[config.mk]
export PLATFORM = sky130hd
export DESIGN_NAME = pipe_stage_reg
export DESIGN_NICKNAME = d
export VERILOG_FILES = /design/src/rtl/pipe_pkg.sv /design/src/rtl/sat_counter.sv /design/src/rtl/pipe_stage_reg.sv
export SDC_FILE = /design/constraint.sdc
export NUM_CORES = 1
export LEC_CHECK = 0
export ABC_AREA = 0
export CAP_MARGIN = 40
export CORE_ASPECT_RATIO = 0.9
export CORE_MARGIN = 3
export CORE_UTILIZATION = 55
export CTS_CLUSTER_DIAMETER = 60
export DETAILED_ROUTE_END_ITERATION = 10
export GPL_TIMING_DRIVEN = 0
export PLACE_DENSITY = 0.85
export REMOVE_ABC_BUFFERS = 1
export SYNTH_ARGS = -nofsm -noshare
export SYNTH_HDL_FRONTEND = slang
export SYNTH_SLANG_ARGS = --single-unit
[constraint.sdc]
create_clock -name clk -period 3.04 [get_ports clk]
set_input_delay 0.304 -clock clk [delete_from_list [all_inputs] [get_ports clk]]
set_output_delay 0.304 -clock clk [all_outputs]
set_load 0.02 [all_outputs]
[src/rtl/pipe_pkg.sv]
// Shared definitions for the inter-stage pipeline registers: occupancy encoding,
// the NOP control bundle and the widths used at each stage boundary.
package pipe_pkg;
   typedef enum logic [1:0] {
      EMPTY   = 2'd0,
      FULL    = 2'd1,
      SKIDDED = 2'd2
   } occ_e;

   // Wide enough for any stage's control bundle; instances take the low CTRL_W bits.
   localparam int MAX_CTRL_W = 64;
   localparam logic [MAX_CTRL_W-1:0] NOP_CTRL = '0;

   localparam int IDEX_CTRL_W  = 10;
   localparam int IDEX_DATA_W  = 112;
   localparam int EXMEM_CTRL_W = 5;
   localparam int EXMEM_DATA_W = 71;
   localparam int MEMWB_CTRL_W = 2;
   localparam int MEMWB_DATA_W = 69;
endpackage

[src/rtl/sat_counter.sv]
// Saturating up-counter clocked on the falling edge; cleared only by reset.
module sat_counter #(
   parameter int CNT_W = 16
) (
   input  logic             clk,
   input  logic             reset,
   input  logic             inc,
   output logic [CNT_W-1:0] count
);
   logic [CNT_W-1:0] count_q, count_d;

   always_comb begin
      count_d = count_q;
      if (inc && (count_q != {CNT_W{1'b1}}))
         count_d = count_q + CNT_W'(1);
   end

   always_ff @(negedge clk or negedge reset) begin
      if (!reset) count_q <= '0;
      else        count_q <= count_d;
   end

   assign count = count_q;
endmodule

[src/rtl/pipe_stage_reg.sv]
// Generic stage-boundary register: valid/ready handshake, optional skid entry,
// flush-to-bubble and a saturating stall counter. State moves on the falling edge.
module pipe_stage_reg
   import pipe_pkg::*;
#(
   parameter int CTRL_W = 10,
   parameter int DATA_W = 112,
   parameter bit SKID   = 1'b1,
   parameter int CNT_W  = 16
) (
   input  logic              clk,
   input  logic              reset,
   input  logic              flush,
   input  logic              in_valid,
   output logic              in_ready,
   input  logic [CTRL_W-1:0] in_ctrl,
   input  logic [DATA_W-1:0] in_data,
   output logic              out_valid,
   input  logic              out_ready,
   output logic [CTRL_W-1:0] out_ctrl,
   output logic [DATA_W-1:0] out_data,
   output logic [1:0]        occupancy,
   output logic [CNT_W-1:0]  stall_cnt
);
   occ_e              state_q, state_d;
   logic [CTRL_W-1:0] head_ctrl_q, head_ctrl_d, skid_ctrl_q, skid_ctrl_d;
   logic [DATA_W-1:0] head_data_q, head_data_d, skid_data_q, skid_data_d;
   logic              accept, consume;

   assign out_valid = (state_q != EMPTY);
   assign accept    = in_valid && in_ready;
   assign consume   = out_valid && out_ready;

   // With a skid entry, ready depends only on registered state, so there is
   // no combinational path from out_ready back upstream.
   generate
      if (SKID) begin : g_skid_rdy
         assign in_ready = (state_q != SKIDDED);
      end else begin : g_comb_rdy
         assign in_ready = !out_valid || out_ready;
      end
   endgenerate

   always_comb begin
      state_d     = state_q;
      head_ctrl_d = head_ctrl_q;
      head_data_d = head_data_q;
      skid_ctrl_d = skid_ctrl_q;
      skid_data_d = skid_data_q;
      if (flush) begin
         state_d     = EMPTY;
         head_ctrl_d = '0;
         head_data_d = '0;
         skid_ctrl_d = '0;
         skid_data_d = '0;
      end else begin
         case (state_q)
            EMPTY: begin
               if (accept) begin
                  state_d     = FULL;
                  head_ctrl_d = in_ctrl;
                  head_data_d = in_data;
               end
            end
            FULL: begin
               if (accept && consume) begin
                  head_ctrl_d = in_ctrl;
                  head_data_d = in_data;
               end else if (accept && SKID) begin
                  state_d     = SKIDDED;
                  skid_ctrl_d = in_ctrl;
                  skid_data_d = in_data;
               end else if (consume) begin
                  state_d = EMPTY;
               end
            end
            SKIDDED: begin
               if (consume) begin
                  state_d     = FULL;
                  head_ctrl_d = skid_ctrl_q;
                  head_data_d = skid_data_q;
               end
            end
            default: state_d = EMPTY;
         endcase
      end
   end

   always_ff @(negedge clk or negedge reset) begin
      if (!reset) begin
         state_q     <= EMPTY;
         head_ctrl_q <= '0;
         head_data_q <= '0;
         skid_ctrl_q <= '0;
         skid_data_q <= '0;
      end else begin
         state_q     <= state_d;
         head_ctrl_q <= head_ctrl_d;
         head_data_q <= head_data_d;
         skid_ctrl_q <= skid_ctrl_d;
         skid_data_q <= skid_data_d;
      end
   end

   assign out_ctrl  = out_valid ? head_ctrl_q : NOP_CTRL[CTRL_W-1:0];
   assign out_data  = head_data_q;
   assign occupancy = state_q;

   sat_counter #(.CNT_W(CNT_W)) u_stall_cnt (
      .clk   (clk),
      .reset (reset),
      .inc   (out_valid && !out_ready),
      .count (stall_cnt)
   );
endmodule

### Yosys cells after proc, flatten, opt, wreduce, memory -nomap -nowiden

Cells that the tools add are included.

| storage, ports and cells | value |
|---|---|
| register bits | 262 |
| latch bits | 0 |
| RAM bits | 0 |
| memory bits (read-only) | 0 |
| input port bits | 127 |
| output and inout port bits | 142 |
| word-level logic and storage cells | 55 |
| memories kept | 0 |

| operators by class | value |
|---|---|
| add/subtract/negate cells | 1 |
| multiply operators | 0 |
| divide/modulo/power cells | 0 |
| magnitude comparators | 0 |
| eq/ne operators | 10 |
| shift operators | 0 |
| muxes and demuxes | 24 |
| bitwise operators | 0 |
| reductions and logical operators | 14 |

Operators by type and width:

| kind | number |
|---|---|
| 112-bit two-way mux | 7 |
| 112-bit case mux with 3 select lines | 1 |
| 10-bit two-way mux | 8 |
| 10-bit case mux with 3 select lines | 1 |
| 16-bit by 1-bit adder with 16-bit output, second input constant | 1 |
| 16-bit inequality test, second input constant | 1 |
| 2-bit two-way mux | 6 |
| 3-bit inequality test, second input constant | 4 |
| 4-bit AND reduction | 2 |
| 2-bit case mux with 3 select lines | 1 |
| 2-bit nonzero test | 3 |
| 1-bit logical AND | 5 |
| 2-bit inequality test, second input constant | 2 |
| 4-bit inequality test, second input constant | 1 |
| 4-bit nonzero test | 1 |
| 3-bit AND reduction | 1 |
| 2-bit by 1-bit equality test with 1-bit output, second input constant | 1 |
| 2-bit equality test, second input constant | 1 |
| 2-bit logical NOT | 1 |
| 1-bit logical NOT | 1 |

### Depth between registers and ports, before layout

| logic depth | value |
|---|---|
| depth in word-level cells | 7 |
| depth in mapped cells | 10 |

### By module

Synthesis repeated with hierarchy kept, for this count alone.

| unflattened totals | value |
|---|---|
| cell total of the unflattened synthesis | 958 |
| area, all modules | 11648.7 µm² |

Modules (own cells, without submodules):

| module | times used | cells each | area an instance (µm²) | sequential area each (µm²) |
|---|---|---|---|---|
| pipe_stage_reg | 1 | 881 | 10764.1 | 6155.9 |
| sat_counter | 1 | 77 | 884.6 | 400.4 |

==> metrics <==
asr flop ratio synth=between 90% and 100%; maximum VDD drop=0.545 mV; RSZ-0062 raised after global routing=yes; initial core utilization=57.0%; clock tree buffer depth=3; clk sinks=262; Antenna diodes=0; Syn Std Cell Area=roughly 13000 sq um; max-cap check violation count=0; Worst Hold Class=reg2reg; largest net degree at the start of global routing=roughly 120; critical path's slowest cell=dfrtn_1; Worst-Skew Late Latency=0.53 ns; Final Hold Vio Count=0; I/O pin count=269; failing checks=setup timing; Mean Syn Cell Area=10.7 sq um; CP startpoint kind=flop; RD Place Congestion=0.755; met2 Use GR=48.1%; post-layout net count=1586; clock-pin slew on the worst setup and hold paths=approximately 0.050 ns; Worst Path Required=2.74 ns; sequential-to-total area share from yosys stat=52.1%; Root Driver=clkbuf_16; total power per unit cell area=between 600 and 700 nW/um^2; number of global-route vias before repair=10300; Fin Hold WS=0.448 ns; CP cell instances=inv_2, ha_4, buf_6, nor2b_4, buf_6; Area growth syn-to-layout=31.0%; total iterations of the first detailed-routing run=5; Pins Over Slew Limit=0; routing usage on met3=about 8%; drt drc=0; Critical Path End Type=primary output; # rows=51; Slew headroom=a little under half; post-synthesis cell type count=36; Synth top cells by count=262 x dfrtn_1, 253 x nand2_1, 125 x a21oi_1, 125 x nor2_1, 123 x mux2i_1; TritonCTS clock tree=yes; DR vias=10200; data arrival time of the worst path=3.25 ns; clock skew=approximately 0.013 ns; CTS buffer count=27; first-pass GRT wire length=56.9 mm; largest cells by area after synthesis=dfrtn_1 52%, mux2i_1 9.8%, mux2_4 9.5%; Ys Warns=0; drt total wl=between 30 and 40 mm; Iter 0 DRT Violations=between 1000 and 1500; share of cells above drive strength 1=27.3%; most common cell in the netlist=dfrtn_1; initial antenna violation count=1; Setup Viol. Count Final=15; die footprint=approximately 25000 sq um; Fillers=1452; DR vias/cell=just under 6; Tot GR Track Use=between 20 and 30%; Routed WL per cell=21.3 um; critical path's most frequent cell=buf_6; Max stage delay on crit path=0.48 ns; DP Wirelength=19.8 mm; Synth Instances=1175; GR peak layer=met2; Crit Path Class=reg2out; Hold Buf Count CTS=0; grt total ovfl=0; Die W=165 um; Final WS setup=-0.517 ns; Main synth FF type=dfrtn_1; pre-CTS setup slack=-1.50 ns; DIE HEIGHT=between 100 and 150 um; Synth area leader=dfrtn_1; I/O Buffers=between 200 and 300; Yosys top cell area share=52.1%; antenna viol nets, final=0; Post-synth EDFFs=0; Crit Path Max Fanout=5; #FFs+latches synth=~260; H-tree level count=1; status=finished with violations; Pleak=about 7.6 nW; Least-Margin Pin Slew=0.787 ns; Core ar.=between 20000 and 25000 sq um; M1 GR Usage=38.3%
layout by cell type (no fill, tap or decap), types with 4 or more instances in the layout:
cell             instances
a21oi_1                125
nor2b_1                  5
mux2_2                  41
buf_2                  128
nor2_1                 125
nor2b_4                  5
clkinv_2                 5
buf_16                  14
mux2i_1                123
clkdlybuf4s50_1        122
bufbuf_16                4
buf_4                   42
buf_12                   5
nand4_1                  5
mux2_4                  82
nor3_1                   6
xor2_1                  14
clkbuf_8                 8
nand2_1                253
dfrtn_1                262
clkbuf_16               27
clkbuf_1                 7
buf_6                   15
nor4_2                   4
power by group:
group | leakage, nW | switching (mW) | internal [mW]
clock | 0.441 | 1.38 | 1.92
combinational | 3.67 | 1.84 | 1.54
sequential | 3.48 | 0.318 | 4.01
per-stage QoR:
| stage | cells | utilization, % | TNS (ns) | instance area [sq um] | power, mW |
|---|---|---|---|---|---|
| after global placement | 1648 | 68.6 | -4844.94 | 15100 | 7.67 |
| final | 1765 | 74.7 | -5.78 | 16500 | 11.0 |
| after floorplan | 1089 | - | -696.15 | 12100 | 6.20 |
| after CTS | 1754 | 74.4 | -4.29 | 16400 | 10.9 |
| after detailed placement | 1663 | 70.5 | -273.20 | 15600 | 7.57 |
| after global routing | 1765 | 74.7 | -6.28 | 16500 | 11.4 |
registers in the layout (all words and copies together), names as in the netlist:
signal	cells
occupancy	2
out_data	112
skid_ctrl_q	10
head_ctrl_q	10
skid_data_q	112
u_stall_cnt.count	16
logic make-up after synthesis:
group                    synth area share, %
adder cells (fa/ha/maj)                0.596
multiplexers                            23.3
buffers and inverters                   4.05
AO/OA/AOI/OAI                           5.27
XOR/XNOR                               0.974
AND/OR/NAND/NOR                         13.8
flip-flops                              52.1
worst max-delay path: cells and delay by family (launching register included):
kind / cells / cell delay [ns]
fa+ha+maj: 1 / 0.19
buf+inv: 3 / 0.37
flops: 1 / 0.48
simple gates: 1 / 0.16
worst paths after layout:
kind,from,end,slack [ns],depth (start not counted)
setup reg to reg,occupancy[1]$_DFFE_NN0P_,out_data[86]$_DFFE_NN0P_,0.08,13
hold reg to reg,out_data[106]$_DFFE_NN0P_,out_data[106]$_DFFE_NN0P_,0.45,1
setup / recovery,occupancy[0]$_DFFE_NN0P_,out_ctrl[7],-0.52,5
max in group asynchronous,reset,skid_data_q[47]$_DFFE_NN0P_,1.13,2
min in group asynchronous,reset,u_stall_cnt.count[8]$_DFFE_NN0P_,1.01,1
hold / removal,out_data[106]$_DFFE_NN0P_,out_data[106]$_DFFE_NN0P_,0.45,1
final cells by class:
type / instances / area (sq um) / share of cell area (%)
clock buffer: 42 / 812 / 4.92
clock inverter: 8 / 72.6 / 0.440
inverter: 6 / 25.0 / 0.152
multi-input combinational: 825 / 5680 / 34.5
sequential: 262 / 6560 / 39.8
tap: 291 / 364 / 2.21
timing repair buffer: 331 / 2980 / 18.1
per-layer routing:
| layer | routed length, um | up-vias |
|---|---|---|
| li1 | - | 4493 |
| met5 | 12 | - |
| met1 | 14700 | 5108 |
| met4 | 1010 | 2 |
| met3 | 3910 | 93 |
| met2 | 18000 | 547 |
timing repair:
action	in CTS	in global routing
gates resized for setup	620	30
pin swaps	6	4
endpoints found under the hold margin	0	0
cloned	10	0
buffers inserted	31	13
endpoints found under the setup margin	388	61
Power figures use the tool's default switching activity.
